**config.mk**
```make
export PLATFORM = sky130hd
export DESIGN_NAME = ddr2_bridge
export DESIGN_NICKNAME = d
export VERILOG_FILES = /design/src/rtl/ddr2_bridge.sv
export SDC_FILE = /design/constraint.sdc
export NUM_CORES = 1
export LEC_CHECK = 0
export ABC_AREA = 1
export BUFFER_PORTS_ARGS = -buffer_cell sky130_fd_sc_hd__clkbuf_2
export CORE_AREA = 2 2 156 158
export CTS_BUF_LIST = sky130_fd_sc_hd__clkbuf_4 sky130_fd_sc_hd__clkbuf_8 sky130_fd_sc_hd__clkbuf_16
export DETAILED_ROUTE_END_ITERATION = 7
export DIE_AREA = 0 0 158 160
export PLACE_DENSITY = 0.54
export SYNTH_ARGS = -nofsm -noshare
export SYNTH_HDL_FRONTEND = slang
export SYNTH_SLANG_ARGS = --single-unit
```
**constraint.sdc**
```tcl
create_clock -name clk -period 3.51 [get_ports clk]
set_input_delay 0.702 -clock clk [delete_from_list [all_inputs] [get_ports clk]]
set_output_delay 0.702 -clock clk [all_outputs]
set_load 0.01 [all_outputs]
```
**src/rtl/ddr2_bridge.sv**
```systemverilog
// ddr2_bridge
//   Memory-side responder for the data cache miss path. Accepts one
//   single-word read or write request at a time from the cache controller
//   and turns it into command / write-data transactions on a MIG-style DDR2
//   user interface with 128-bit lines. Returns read data or a write
//   acknowledgement as a one-cycle resp_valid pulse.
//
// Configuration macro:
//   DDR2_BRIDGE_LINE_BUF_EN - when defined, a one-entry line buffer keeps the
//   last line read from memory; reads that hit it skip the DDR2 access, and
//   writes to the buffered line update it alongside memory.
//
// Ports:
//   clk, rst                  - ui_clk domain clock, synchronous active-high reset
//   init_calib_complete       - MIG calibration done; gates new requests
//   req_valid/req_ready       - cache request handshake
//   req_write, req_addr, req_wdata - request kind, byte address, write data
//   resp_valid, resp_rdata    - one-cycle response pulse and read data
//   app_addr/app_cmd/app_en/app_rdy           - MIG command channel
//   app_wdf_data/mask/wren/end, app_wdf_rdy   - MIG write-data channel
//   app_rd_data, app_rd_data_valid            - MIG read-data channel
module ddr2_bridge #(
  parameter int LINE_W = 128
) (
  input  logic                  clk,
  input  logic                  rst,
  input  logic                  init_calib_complete,
  input  logic                  req_valid,
  output logic                  req_ready,
  input  logic                  req_write,
  input  logic [26:0]           req_addr,
  input  logic [31:0]           req_wdata,
  output logic                  resp_valid,
  output logic [31:0]           resp_rdata,
  output logic [26:0]           app_addr,
  output logic [2:0]            app_cmd,
  output logic                  app_en,
  input  logic                  app_rdy,
  output logic [LINE_W-1:0]     app_wdf_data,
  output logic [LINE_W/8-1:0]   app_wdf_mask,
  output logic                  app_wdf_wren,
  output logic                  app_wdf_end,
  input  logic                  app_wdf_rdy,
  input  logic [LINE_W-1:0]     app_rd_data,
  input  logic                  app_rd_data_valid
);

  localparam logic [2:0] CMD_WRITE = 3'b000;
  localparam logic [2:0] CMD_READ  = 3'b001;

  typedef enum logic [2:0] {
    S_IDLE,
    S_RD_CMD,
    S_RD_WAIT,
    S_WR_DATA,
    S_WR_CMD,
    S_RESP,
    S_HIT
  } state_t;

  state_t     state;
  logic [1:0] ws;   // word select of the outstanding request

  // Byte-address bits [1:0] are ignored by this interface.
  logic unused_addr_bits;
  assign unused_addr_bits = ^req_addr[1:0];

  // Byte-enable mask with only the 4 lanes of word w enabled (0 = write).
  function automatic logic [15:0] mask_for(input logic [1:0] w);
    logic [15:0] m;
    m = 16'hFFFF;
    m[{w, 2'b00} +: 4] = 4'h0;
    return m;
  endfunction

`ifdef DDR2_BRIDGE_LINE_BUF_EN
  logic              buf_valid;
  logic [22:0]       buf_tag;
  logic [LINE_W-1:0] buf_line;
  logic              buf_hit;
  assign buf_hit = buf_valid && (buf_tag == req_addr[26:4]);

  // NOTE: the line storage carries no reset; buf_valid alone decides whether
  // its contents mean anything, so only the valid bit needs clearing.
  always_ff @(posedge clk) begin
    if (rst) begin
      buf_valid <= 1'b0;
    end else if (state == S_IDLE && req_valid && req_ready && req_write && buf_hit) begin
      buf_line[{req_addr[3:2], 5'd0} +: 32] <= req_wdata;
    end else if (state == S_RD_WAIT && app_rd_data_valid) begin
      buf_valid <= 1'b1;
      buf_tag   <= app_addr[26:4];
      buf_line  <= app_rd_data;
    end
  end
`endif

  // Single FSM process; every output is a register updated here.
  // NOTE: all state and outputs use non-blocking assignments so every
  // register sees the pre-edge values of the others.
  always_ff @(posedge clk) begin
    if (rst) begin
      state        <= S_IDLE;
      ws           <= 2'd0;
      req_ready    <= 1'b0;
      resp_valid   <= 1'b0;
      resp_rdata   <= 32'd0;
      app_addr     <= 27'd0;
      app_cmd      <= CMD_WRITE;
      app_en       <= 1'b0;
      app_wdf_data <= '0;
      app_wdf_mask <= '1;
      app_wdf_wren <= 1'b0;
      app_wdf_end  <= 1'b0;
    end else begin
      case (state)
        S_IDLE: begin
          if (req_valid && req_ready) begin
            req_ready <= 1'b0;
            ws        <= req_addr[3:2];
            app_addr  <= {req_addr[26:4], 4'b0000};
            if (req_write) begin
              app_cmd      <= CMD_WRITE;
              app_wdf_data <= {(LINE_W/32){req_wdata}};
              app_wdf_mask <= mask_for(req_addr[3:2]);
              app_wdf_wren <= 1'b1;
              app_wdf_end  <= 1'b1;
              state        <= S_WR_DATA;
            end else begin
              app_cmd <= CMD_READ;
`ifdef DDR2_BRIDGE_LINE_BUF_EN
              if (buf_hit) begin
                state <= S_HIT;
              end else begin
                app_en <= 1'b1;
                state  <= S_RD_CMD;
              end
`else
              app_en <= 1'b1;
              state  <= S_RD_CMD;
`endif
            end
          end else begin
            // Registered, so calibration reaches req_ready one cycle later.
            req_ready <= init_calib_complete;
          end
        end

        S_RD_CMD: begin
          if (app_rdy) begin
            app_en <= 1'b0;
            state  <= S_RD_WAIT;
          end
        end

        S_RD_WAIT: begin
          if (app_rd_data_valid) begin
            resp_rdata <= app_rd_data[{ws, 5'd0} +: 32];
            resp_valid <= 1'b1;
            state      <= S_RESP;
          end
        end

        S_WR_DATA: begin
          if (app_wdf_rdy) begin
            app_wdf_wren <= 1'b0;
            app_wdf_end  <= 1'b0;
            app_en       <= 1'b1;
            state        <= S_WR_CMD;
          end
        end

        S_WR_CMD: begin
          if (app_rdy) begin
            app_en     <= 1'b0;
            resp_rdata <= 32'd0;
            resp_valid <= 1'b1;
            state      <= S_RESP;
          end
        end

`ifdef DDR2_BRIDGE_LINE_BUF_EN
        // Buffer hit: one extra cycle keeps the hit response at T+2.
        S_HIT: begin
          resp_rdata <= buf_line[{ws, 5'd0} +: 32];
          resp_valid <= 1'b1;
          state      <= S_RESP;
        end
`endif

        S_RESP: begin
          resp_valid <= 1'b0;
          resp_rdata <= 32'd0;
          req_ready  <= init_calib_complete;
          state      <= S_IDLE;
        end

        default: state <= S_IDLE;
      endcase
    end
  end

endmodule

```
# --- Word-level counts from Yosys, hierarchy flattened ---
# Index checks and enable logic that the tools add are counted.
totals:
  regBits: 211
  input_bits: 195
  output_inout_bits: 211
  wordCells: 68
classes:
  add_sub_neg: 1
  eq_ne: 13
  shift: 3
  muxes: 25
  bitwise: 2
  n_reduce_logical: 13
op_table:
  columns: ["op", "n"]
  rows:
  - ["128-bit by 8-bit indexed part select with 32-bit output", 1]
  - ["32-bit one-hot mux with 3 select lines", 1]
  - ["32-bit 2-to-1 mux", 2]
  - ["16-bit NOT", 1]
  - ["16-bit bitwise OR", 1]
  - ["4-bit by 6-bit variable shift with 16-bit output (first input constant)", 1]
  - ["4-bit by 6-bit indexed part select with 16-bit output (first input constant)", 1]
  - ["3-bit 2-to-1 mux", 5]
  - ["3-bit one-hot mux with 5 select lines", 1]
  - ["2-bit inequality test (second input constant)", 7]
  - ["1-bit 2-to-1 mux", 11]
  - ["5-bit AND reduction", 2]
  - ["3-bit by 2-bit equality test with 1-bit output (second input constant)", 2]
  - ["3-bit equality test (second input constant)", 2]
  - ["4-bit negation with 6-bit output", 1]
  - ["1-bit one-hot mux with 3 select lines", 2]
  - ["3-bit AND reduction", 2]
  - ["3-bit nonzero test", 2]
  - ["1-bit one-hot mux with 2 select lines", 2]
  - ["4-bit AND reduction", 1]
  - ["2-bit nonzero test", 2]
  - ["3-bit by 1-bit equality test with 1-bit output (second input constant)", 1]
  - ["3-bit logical NOT", 1]
  - ["2-bit 2-to-1 mux", 1]
  - ["other kinds (4)", 4]

# --- Logic depth before layout (Yosys ltp) ---
# Gate-level depths: netlist (run 1).
logic_depth:
  ltp_word: 4
  depth_mapped: 10
  mapped_depth_nobuf: 9

# --- Least setup slack after synthesis (run 1) ---
# Ideal clock, no wire load.
synth_timing:
  path_kind: "input-to-reg"
  from: "input port req_valid"
  to: "register app_wdf_data[102]"
  setup_ns: 0.064
  arrival_ns: 1.455
  required_ns: 3.446
  setup_slack_ns: 1.991
  path_stages: 8
  n_path_buf: 2
  cell_sequence: "nand2_1 > inv_1 > nand4_4 > inv_2 > buf_4 > buf_4 > nor2_1 > nor2_1"
synth_via:
  elab_chain_len: 2
synth_lines:
  columns: ["element", "line", "text"]
  rows:
  - ["start, declared", "28", "input logic req_valid,"]
  - ["1-bit logical AND", "118", "if (req_valid && req_ready) begin"]
  - ["3-bit AND reduction (no source line)", null, null]
  - ["end signal, assigned", "124", "app_wdf_data <= {(LINE_W/32){req_wdata}};"]
  - ["end, declared", "39", "output logic [LINE_W-1:0] app_wdf_data,"]
# Every way passes these cells.
# A chain may end at the register's enable or synchronous reset.

# --- Worst setup path after layout (run 1) ---
layout_timing:
  from: "input port req_valid"
  to: "register app_addr[12]"
layout_via:
  elab_chain_len: 2
layout_lines:
  columns: ["element", "line", "text"]
  rows:
  - ["1-bit logical AND", "118", null]
  - ["2-bit AND reduction (no source line)", null, null]
  - ["end signal, assigned", "121", "app_addr <= {req_addr[26:4], 4'b0000};"]
  - ["end, declared", "35", "output logic [26:0] app_addr,"]
# Every way passes these cells.

==> flow_summary.yaml, run 1 <==
worst_setup_path:
  slowest_stage: "nand3_2"
  critical_path_class: "input port to flip-flop"
  cp.arrival_ns: 2.22
  worstSetupStartpointType: "input port"
  cp.required_ns: 3.71
  cp-end-kind: "flip-flop"
  max_stage_delay_ns: 0.66
  cp_max_fo: 47
  cp_cell_sequence: "clkbuf_2 > nand2_1 > inv_1 > nand3_2 > o21ai_0 > a21oi_1"
  critical_path.top_delay_family: "simple AND/OR/NAND/NOR gates"
  rrSetupSlack_ns: 1.53
  path_buf_inv: 2
synth:
  syn-instance-count: 812
  synth_warnings: 0
  yosysUniqueCellTypes: 25
  ys_seq_area_share_pct: 36.6
  avgSynthCellArea_sq_um: 6.81
  ys_ff_latch: 101
  synth_area_sq_um: 5530
placement:
  placed_cells: 1380
  gp_congestion: 0.832
  portBuffers: 397
  dp_hpwl_um: 13400
die:
  die_h_um: 160
  die_x_um: 158
  num_rows: 57
  initial_core_util_pct: 23.2
  core-area_sq_um: 23800
  pin_count: 406
  die-area_sq_um: 25300
status:
  status: "finished clean"
global_route:
  grt_pass1_vias: 5105
  grt_usage_pct: 13.6
  antenna_found_initial: 0
  met1_usage_pct: 15.7
  grt_pass1_wl_um: 27000
  met3_usage_pct: 3.31
  use_met2_pct: 24.1
  gr-total-overflow: 0
  grt_max_degree: 66
  top_usage_layer: "met2"
cells_and_area:
  multi_input_area_sq_um: 2270
  diodes: 0
  layout_commonest_cell: "clkbuf_2"
  fillers: 2728
  drive_gt1_share_pct: 40.5
  syn_to_final_growth_pct: 30.1
  num-nets-final: 1262
  register_area_sq_um: 2020
  post-route-util_pct: 30.2
  final_cells: 1394
  mostFrequentLayoutCells: "clkbuf_2 (397), nor2_1 (166), o21ai_0 (140)"
route:
  first_iter_violations: 236
  wirelength_um: 18000
  remaining_drc_errors: 0
  antenna_left: 0
  wl_per_cell_um: 12.9
  first_pass_iters: 6
  vias: 5827
  vias_per_cell: 4.18
timing:
  period_share_pct: 57.5
  hold_viol_final: 0
  worst_slew_pin_slew_ns: 1.11
  fin_setup_tns_ns: 0
  period_minus_slack_ns: 2.02
  fmax_mhz: 495
  hold_slack_ns: 0.445
  setup_viol: 0
  rsz0062_at_grt: "no"
  slew_violations: 0
  fin_worst_skew_ns: 0.0113
  slew_headroom_pct: 26.2
clocking:
  h-tree-depth: 3
  cts-resized-gates: 0
  cts.path.max_buffers: 2
  cts_tree: "yes"
  root_buffer: "clkbuf_16"
  cts_setup_buffers: 0
  cts_hold_buf: 0
  clkSinkCount: 101
  cts_buffers: 9
  clk_latency_ns: 0.34
  path_clk_slew_ns: 0.07
power_and_ir_drop:
  powerDensity_nw_per_um2: 510
  p_leak_nw: 3.56
  p_total_mw: 3.67
  ir_drop_mv: 0.193
flow_run:
  maxCapViolCount: 0
min_path:
  hold_path_class: "flip-flop to flip-flop"
-- flip-flops by register name, indices dropped and copies added (netlist names) --
| name | count |
|---|---|
| app_wdf_data | 32 |
| resp_rdata | 32 |
| app_addr | 23 |
| app_wdf_mask | 4 |
| state | 3 |
| ws | 2 |
| app_cmd | 1 |
| app_en | 1 |
| app_wdf_end | 1 |
| req_ready | 1 |
| resp_valid | 1 |
-- worst register-to-register path, cell delays in order, from the launching register on --
cell	delay, ns
dfxtp_1	0.37
nor2_4	0.22
nand3_2	0.69
o21ai_0	0.50
a21oi_1	0.07
-- cell type report --
class                   instances  area share, %
clock buffers                  11           3.43
well taps                     324           5.63
clock inverters                 3          0.643
flip-flops and latches        101           28.1
inverters                      44           2.30
repair buffers                404           28.3
multi-input cells             507           31.5
-- metal layers --
| metal | share of wire [%] | vias to the layer above | wire, um |
|---|---|---|---|
| li1 | - | 2990 | - |
| met1 | 41 | 2566 | 7350 |
| met2 | 50 | 243 | 8920 |
| met3 | 7.2 | 28 | 1290 |
| met4 | 2.5 | 0 | 445 |
| met5 | 0 | - | 0 |
-- through the flow --
step | cell area (sq um) | setup WS [ns]
after floorplan | 5550 | 1.99
final | 7190 | 1.49
after global routing | 7190 | 1.25
after global placement | 6900 | 1.18
after CTS | 7190 | 1.46
after detailed placement | 6900 | 1.09
-- cells by family (layout without fill, tap and decap cells) --
| logic type | Yosys count | after routing | synth area share (%) |
|---|---|---|---|
| AND/OR/NAND/NOR | 277 | 277 | 20.0 |
| buffers and inverters | 209 | 462 | 22.9 |
| other | 1 | 6 | 0.0678 |
| AO/OA/AOI/OAI | 224 | 224 | 20.4 |
| flip-flops | 101 | 101 | 36.6 |
-- worst paths after layout --
check	end	depth (start not counted)	from
max reg2reg	app_addr[12]$_SDFFE_PP0P_	4	state[0]$_SDFFE_PP0P_
max	app_addr[12]$_SDFFE_PP0P_	6	req_valid
min	app_addr[26]$_SDFFE_PP0P_	2	app_addr[26]$_SDFFE_PP0P_
min reg2reg	app_addr[26]$_SDFFE_PP0P_	2	app_addr[26]$_SDFFE_PP0P_
-- cells in the mapped netlist --
cell | instances | area share [%]
conb_1 | 1 | 0.068
o211a_1 | 1 | 0.18
nand2_1 | 92 | 6.2
buf_6 | 3 | 0.61
nor2_1 | 166 | 11
a21oi_1 | 62 | 5.6
buf_4 | 118 | 16
o211ai_1 | 1 | 0.14
o21ai_0 | 140 | 13
buf_1 | 4 | 0.27
clkinv_1 | 1 | 0.068
nor2_2 | 1 | 0.11
inv_1 | 39 | 2.6
buf_2 | 13 | 1.2
nand4_4 | 1 | 0.38
dfxtp_1 | 101 | 37
nand2_2 | 1 | 0.11
nand3_2 | 2 | 0.36
inv_2 | 4 | 0.27
o21ai_1 | 19 | 1.7
nand4_1 | 3 | 0.34
a211oi_1 | 1 | 0.14
clkbuf_1 | 27 | 1.8
nand3_1 | 9 | 0.81
nor2_4 | 2 | 0.41
-- report_power, final --
group	internal (mW)	switching (mW)	leakage [nW]
combinational	0.463	0.746	2.60
sequential	1.30	0.150	0.819
clock	0.576	0.434	0.142
Note: power is estimated with default switching activity, not from simulation.
==> run 2, diff against run 1 <==
- PLACE_DENSITY: 0.54 -> 0.56
- clock period: 3.51 -> 1.7 ns (I/O delays scaled with it)
==> run 2 against run 1 <==
Against the previous run: sequential share of layout area is 0.65 points lower; combinational power is 120% higher; die area stayed put.
==> flow_summary.yaml, run 2 (synthesis gave the netlist of run 1 again) <==
min_path:
  hold_path_class: "input port to flip-flop"
  hp-start: "init_calib_complete"
  whs_endpoint: "req_ready$_SDFFE_PP0P_"
  hold_path_depth: 3
cells_and_area:
  multi_input_area_sq_um: 2270
  syn_to_final_growth_pct: 33.1
  register_area_sq_um: 2020
  mostFrequentLayoutCells: "clkbuf_2 (397), nor2_1 (166), o21ai_0 (140)"
  layout_commonest_cell: "clkbuf_2"
  largest_registers: "app_wdf_data (32), resp_rdata (32), app_addr (23)"
  num-nets-final: 1269
  diodes: 0
  drive_gt1_share_pct: 40.8
  post-route-util_pct: 30.9
  fillers: 2774
worst_setup_path:
  max_stage_delay_ns: 0.51
  path_buf_inv: 1
  cp_cell_sequence: "clkbuf_2"
  reg2reg_to: "app_wdf_data[111]$_SDFFE_PP0P_"
  slowest_stage: "dfxtp_1"
  r2r_cells: 5
  rrSetupSlack_ns: 0.29
  cp_max_fo: 5
  cp-end-kind: "output port"
  cp.arrival_ns: 1.07
  critical_path_class: "flip-flop to output port"
  critical_path.top_delay_family: "flip-flops"
  worstSetupStartpointType: "flip-flop"
  cp.required_ns: 1.36
  r2r-start: "state[0]$_SDFFE_PP0P_"
route:
  first_iter_violations: 290
  antenna_left: 0
  wl_per_cell_um: 12.6
  remaining_drc_errors: 0
  first_pass_iters: 4
  wirelength_um: 17600
  vias: 5870
  vias_per_cell: 4.19
global_route:
  met1_usage_pct: 15.2
  grt_usage_pct: 13.4
  met3_usage_pct: 2.58
  antenna_found_initial: 0
  gr-total-overflow: 0
  grt_pass1_wl_um: 26700
  top_usage_layer: "met2"
  use_met2_pct: 24.4
  grt_max_degree: 66
  grt_pass1_vias: 5200
timing:
  fin_worst_skew_ns: 0.0107
  setup_viol: 0
  period_share_pct: 82.8
  slew_violations: 0
  hold_slack_ns: 0.237
  fmax_mhz: 710
  fin_setup_tns_ns: 0
  hold_viol_final: 0
  rsz0062_at_grt: "no"
  period_minus_slack_ns: 1.41
clocking:
  cts_buffers: 9
  h-tree-depth: 3
  cts_setup_buffers: 0
  cts_tree: "yes"
  path_clk_slew_ns: 0.07
  clk_latency_ns: 0.35
  cts_hold_buf: 0
  cts-resized-gates: 0
  cts.path.max_buffers: 2
  clkSinkCount: 101
  root_buffer: "clkbuf_16"
power_and_ir_drop:
  p_leak_nw: 3.64
  powerDensity_nw_per_um2: 1070
  ir_drop_mv: 0.482
placement:
  gp_congestion: 0.836
  dp_hpwl_um: 13400
  portBuffers: 397
die:
  die_h_um: 160
  num_rows: 57
  die-area_sq_um: 25300
  initial_core_util_pct: 23.2
  pin_count: 406
  core-area_sq_um: 23800
  die_x_um: 158
status:
  status: "finished clean"
flow_run:
  maxCapViolCount: 0
-- run 2: changes by cell type in the layout (fill, tap and decap cells not counted), sizes merged --
cell	delta
bufinv	+1
buf	+7
clkbuf	-1
clkinvlp	-1
clkinv	+2
-- run 2: where the power goes --
group | internal, mW | leakage [nW] | switching (mW) | total, mW
Combinational | 1.06 | 2.66 | 1.61 | 2.67
Clock | 1.33 | 0.159 | 0.957 | 2.29
Sequential | 2.68 | 0.819 | 0.244 | 2.92
Total | 5.07 | 3.64 | 2.81 | 7.88
-- run 2: how the worst max path moves through the flow --
stage	startpoint	endpoint	slack, ns	depth (start not counted)
5_1_grt	state[0]$_SDFFE_PP0P_	app_wdf_data[111]$_SDFFE_PP0P_	0.1	5
4_1_cts	app_wdf_mask[14]$_SDFFE_PP1P_	app_wdf_mask[12]	0.22	1
2_1_floorplan	state[1]$_SDFFE_PP0P_	resp_rdata[10]$_SDFFE_PP0P_	0.45	8
6_report	app_wdf_mask[14]$_SDFFE_PP1P_	app_wdf_mask[12]	0.29	1
3_3_place_gp	req_valid	app_wdf_data[118]$_SDFFE_PP0P_	0.28	7
3_5_place_dp	req_valid	app_wdf_data[106]$_SDFFE_PP0P_	0.27	7
-- run 2: stage by stage --
step           cells  area, sq um  power, mW  worst slack (ns)
3_5_place_dp    1387         7040       5.68             0.272
5_1_grt         1402         7360       8.49            0.0976
2_1_floorplan    817         5550       4.86             0.446
4_1_cts         1402         7360       8.04             0.220
6_report        1402         7360       7.88             0.292
3_3_place_gp    1387         7040       5.66             0.281
-- run 2: routing by layer --
layer / up-vias / part of all wire, % / routed length, um
met4: 0 / 2.0 / 356
li1: 3003 / - / -
met1: 2606 / 41 / 7150
met3: 21 / 7.0 / 1230
met2: 240 / 50 / 8910
met5: - / 0 / 0
-- run 2: area by class of cell --
cell class                      instances  share of cell area (%)
Tap cell                              324                    5.51
Timing Repair Buffer                  411                    29.6
Clock inverter                          5                    1.12
Sequential cell                       101                    27.5
Multi-Input combinational cell        507                    30.8
Clock buffer                           10                    3.25
Inverter                               44                    2.24
==> run 3, diff against run 2 <==
- PLACE_DENSITY: 0.56 -> 0.54
- clock period: 1.7 -> 1.4 ns (I/O delays scaled with it)
==> run 3 against run 2 <==
Against the previous run: clock skew down 0.0013 ns; sequential share of layout area down 1.3 points; sequential cell count unchanged; critical endpoint is now resp_rdata[18]$_SDFFE_PP0P_; largest cell class is now buffers; largest power group is now combinational cells.
==> flow_summary.yaml, run 3 (synthesis gave the netlist of run 1 again) <==
status:
  status: "finished clean"
route:
  vias_per_cell: 4.17
  remaining_drc_errors: 0
  first_iter_violations: 268
  first_pass_iters: 4
  vias: 5950
  antenna_left: 0
  wl_per_cell_um: 13.5
  wirelength_um: 19300
power_and_ir_drop:
  powerDensity_nw_per_um2: 1290
  p_leak_nw: 3.80
  ir_drop_mv: 0.522
worst_setup_path:
  worstSetupStartpointType: "flip-flop"
  critical_path.top_delay_family: "buffers and inverters"
  path_buf_inv: 3
  crit_start: "state[0]$_SDFFE_PP0P_"
  cp_max_fo: 8
  critical_path_class: "flip-flop to flip-flop"
  cp.arrival_ns: 1.68
  slowest_stage: "dfxtp_2"
  r2r-start: "state[0]$_SDFFE_PP0P_"
  cp-end-kind: "flip-flop"
  cp.required_ns: 1.69
  cp_cell_sequence: "buf_6 > clkinvlp_4 > nand2_4 > nand2_4 > nand3_4 > buf_6 > nand2_1 > a21oi_1"
  max_stage_delay_ns: 0.36
cells_and_area:
  final_cells: 1426
  syn_to_final_growth_pct: 40.0
  multi_input_area_sq_um: 2360
  num-nets-final: 1293
  mostFrequentLayoutCells: "clkbuf_2 (397), nor2_1 (165), o21ai_0 (138)"
  register_area_sq_um: 2030
  fillers: 2687
  post-route-util_pct: 32.5
  drive_gt1_share_pct: 44.5
  layout_commonest_cell: "clkbuf_2"
  largest_registers: "app_wdf_data (32), resp_rdata (32), app_addr (23)"
  diodes: 0
clocking:
  cts_buffers: 9
  path_clk_slew_ns: 0.07
  h-tree-depth: 3
  cts.path.max_buffers: 2
  cts_tree: "yes"
  root_buffer: "clkbuf_16"
  clkSinkCount: 101
  cts_hold_buf: 0
  clk_latency_ns: 0.35
die:
  initial_core_util_pct: 23.2
  die-area_sq_um: 25300
  die_x_um: 158
  num_rows: 57
  core-area_sq_um: 23800
  pin_count: 406
  die_h_um: 160
placement:
  portBuffers: 397
  dp_hpwl_um: 13900
  pre_cts_slack_ns: -0.0300
  gp_congestion: 0.827
  placed_cells: 1400
timing:
  fin_setup_tns_ns: 0
  fin_worst_skew_ns: 0.00939
  setup_slack_ns: 0.00812
  hold_slack_ns: 0.171
  fmax_mhz: 718
  slew_violations: 0
  period_minus_slack_ns: 1.39
  setup_viol: 0
  rsz0062_at_grt: "yes"
  hold_viol_final: 0
  period_share_pct: 99.4
global_route:
  antenna_found_initial: 1
  gr-total-overflow: 0
  grt_pass1_vias: 5254
  grt_pass1_wl_um: 27200
  grt_usage_pct: 13.9
  grt_max_degree: 66
min_path:
  hp-start: "req_wdata[5]"
  hold_path_class: "input port to flip-flop"
flow_run:
  maxCapViolCount: 0
-- run 3: worst paths after layout --
check | end | slack (ns) | cells after the start
worst max-delay path | resp_rdata[18]$_SDFFE_PP0P_ | 0.008 | 8
worst min-delay path | app_wdf_data[101]$_SDFFE_PP0P_ | 0.17 | 3
worst max register to register | resp_rdata[18]$_SDFFE_PP0P_ | 0.008 | 8
worst min register to register | app_addr[12]$_SDFFE_PP0P_ | 0.45 | 2
-- run 3: repair_timing --
action,CTS,global route
setup buffers,0,5
resized for setup,1,40
cloned,0,6
setup endpoints to repair,4,67
pin swaps,0,27
-- run 3: worst reg2reg max path: cells and delay by family (launching register included) --
family                 cells  cell delay, ns
AO/OA/AOI/OAI              1            0.13
buffers and inverters      3            0.44
flip-flops                 1            0.36
AND/OR/NAND/NOR            4            0.40
-- run 3: power by group --
part | switching [mW] | leakage [nW] | internal (mW)
registers | 0.296 | 0.820 | 3.26
clock network | 1.19 | 0.137 | 1.23
logic | 2.29 | 2.84 | 1.76
total | 3.78 | 3.80 | 6.25
-- run 3: routing by layer --
layer / GRT usage, % / part of all wire, % / vias up
met5: 0 / 0 / -
met4: 4.50 / 1.8 / 0
met3: 3.93 / 7.3 / 21
met2: 25.1 / 50 / 235
met1: 15.4 / 41 / 2632
li1: - / - / 3062
-- run 3: area by class of cell --
cell class,count,share of cell area [%]
Multi-Input combinational cell,507,30.5
Timing Repair Buffer,435,32.3
Clock inverter,5,0.468
Clock buffer,10,3.00
Inverter,44,2.25
Tap cell,324,5.23
Sequential cell,101,26.2
-- run 3: through the flow --
stage | power [mW] | area (sq um)
floorplan | 5.91 | 5550
global placement | 7.01 | 7180
detailed placement | 7.05 | 7180
CTS | 9.55 | 7450
global route | 10.8 | 7740
finish | 10.0 | 7740
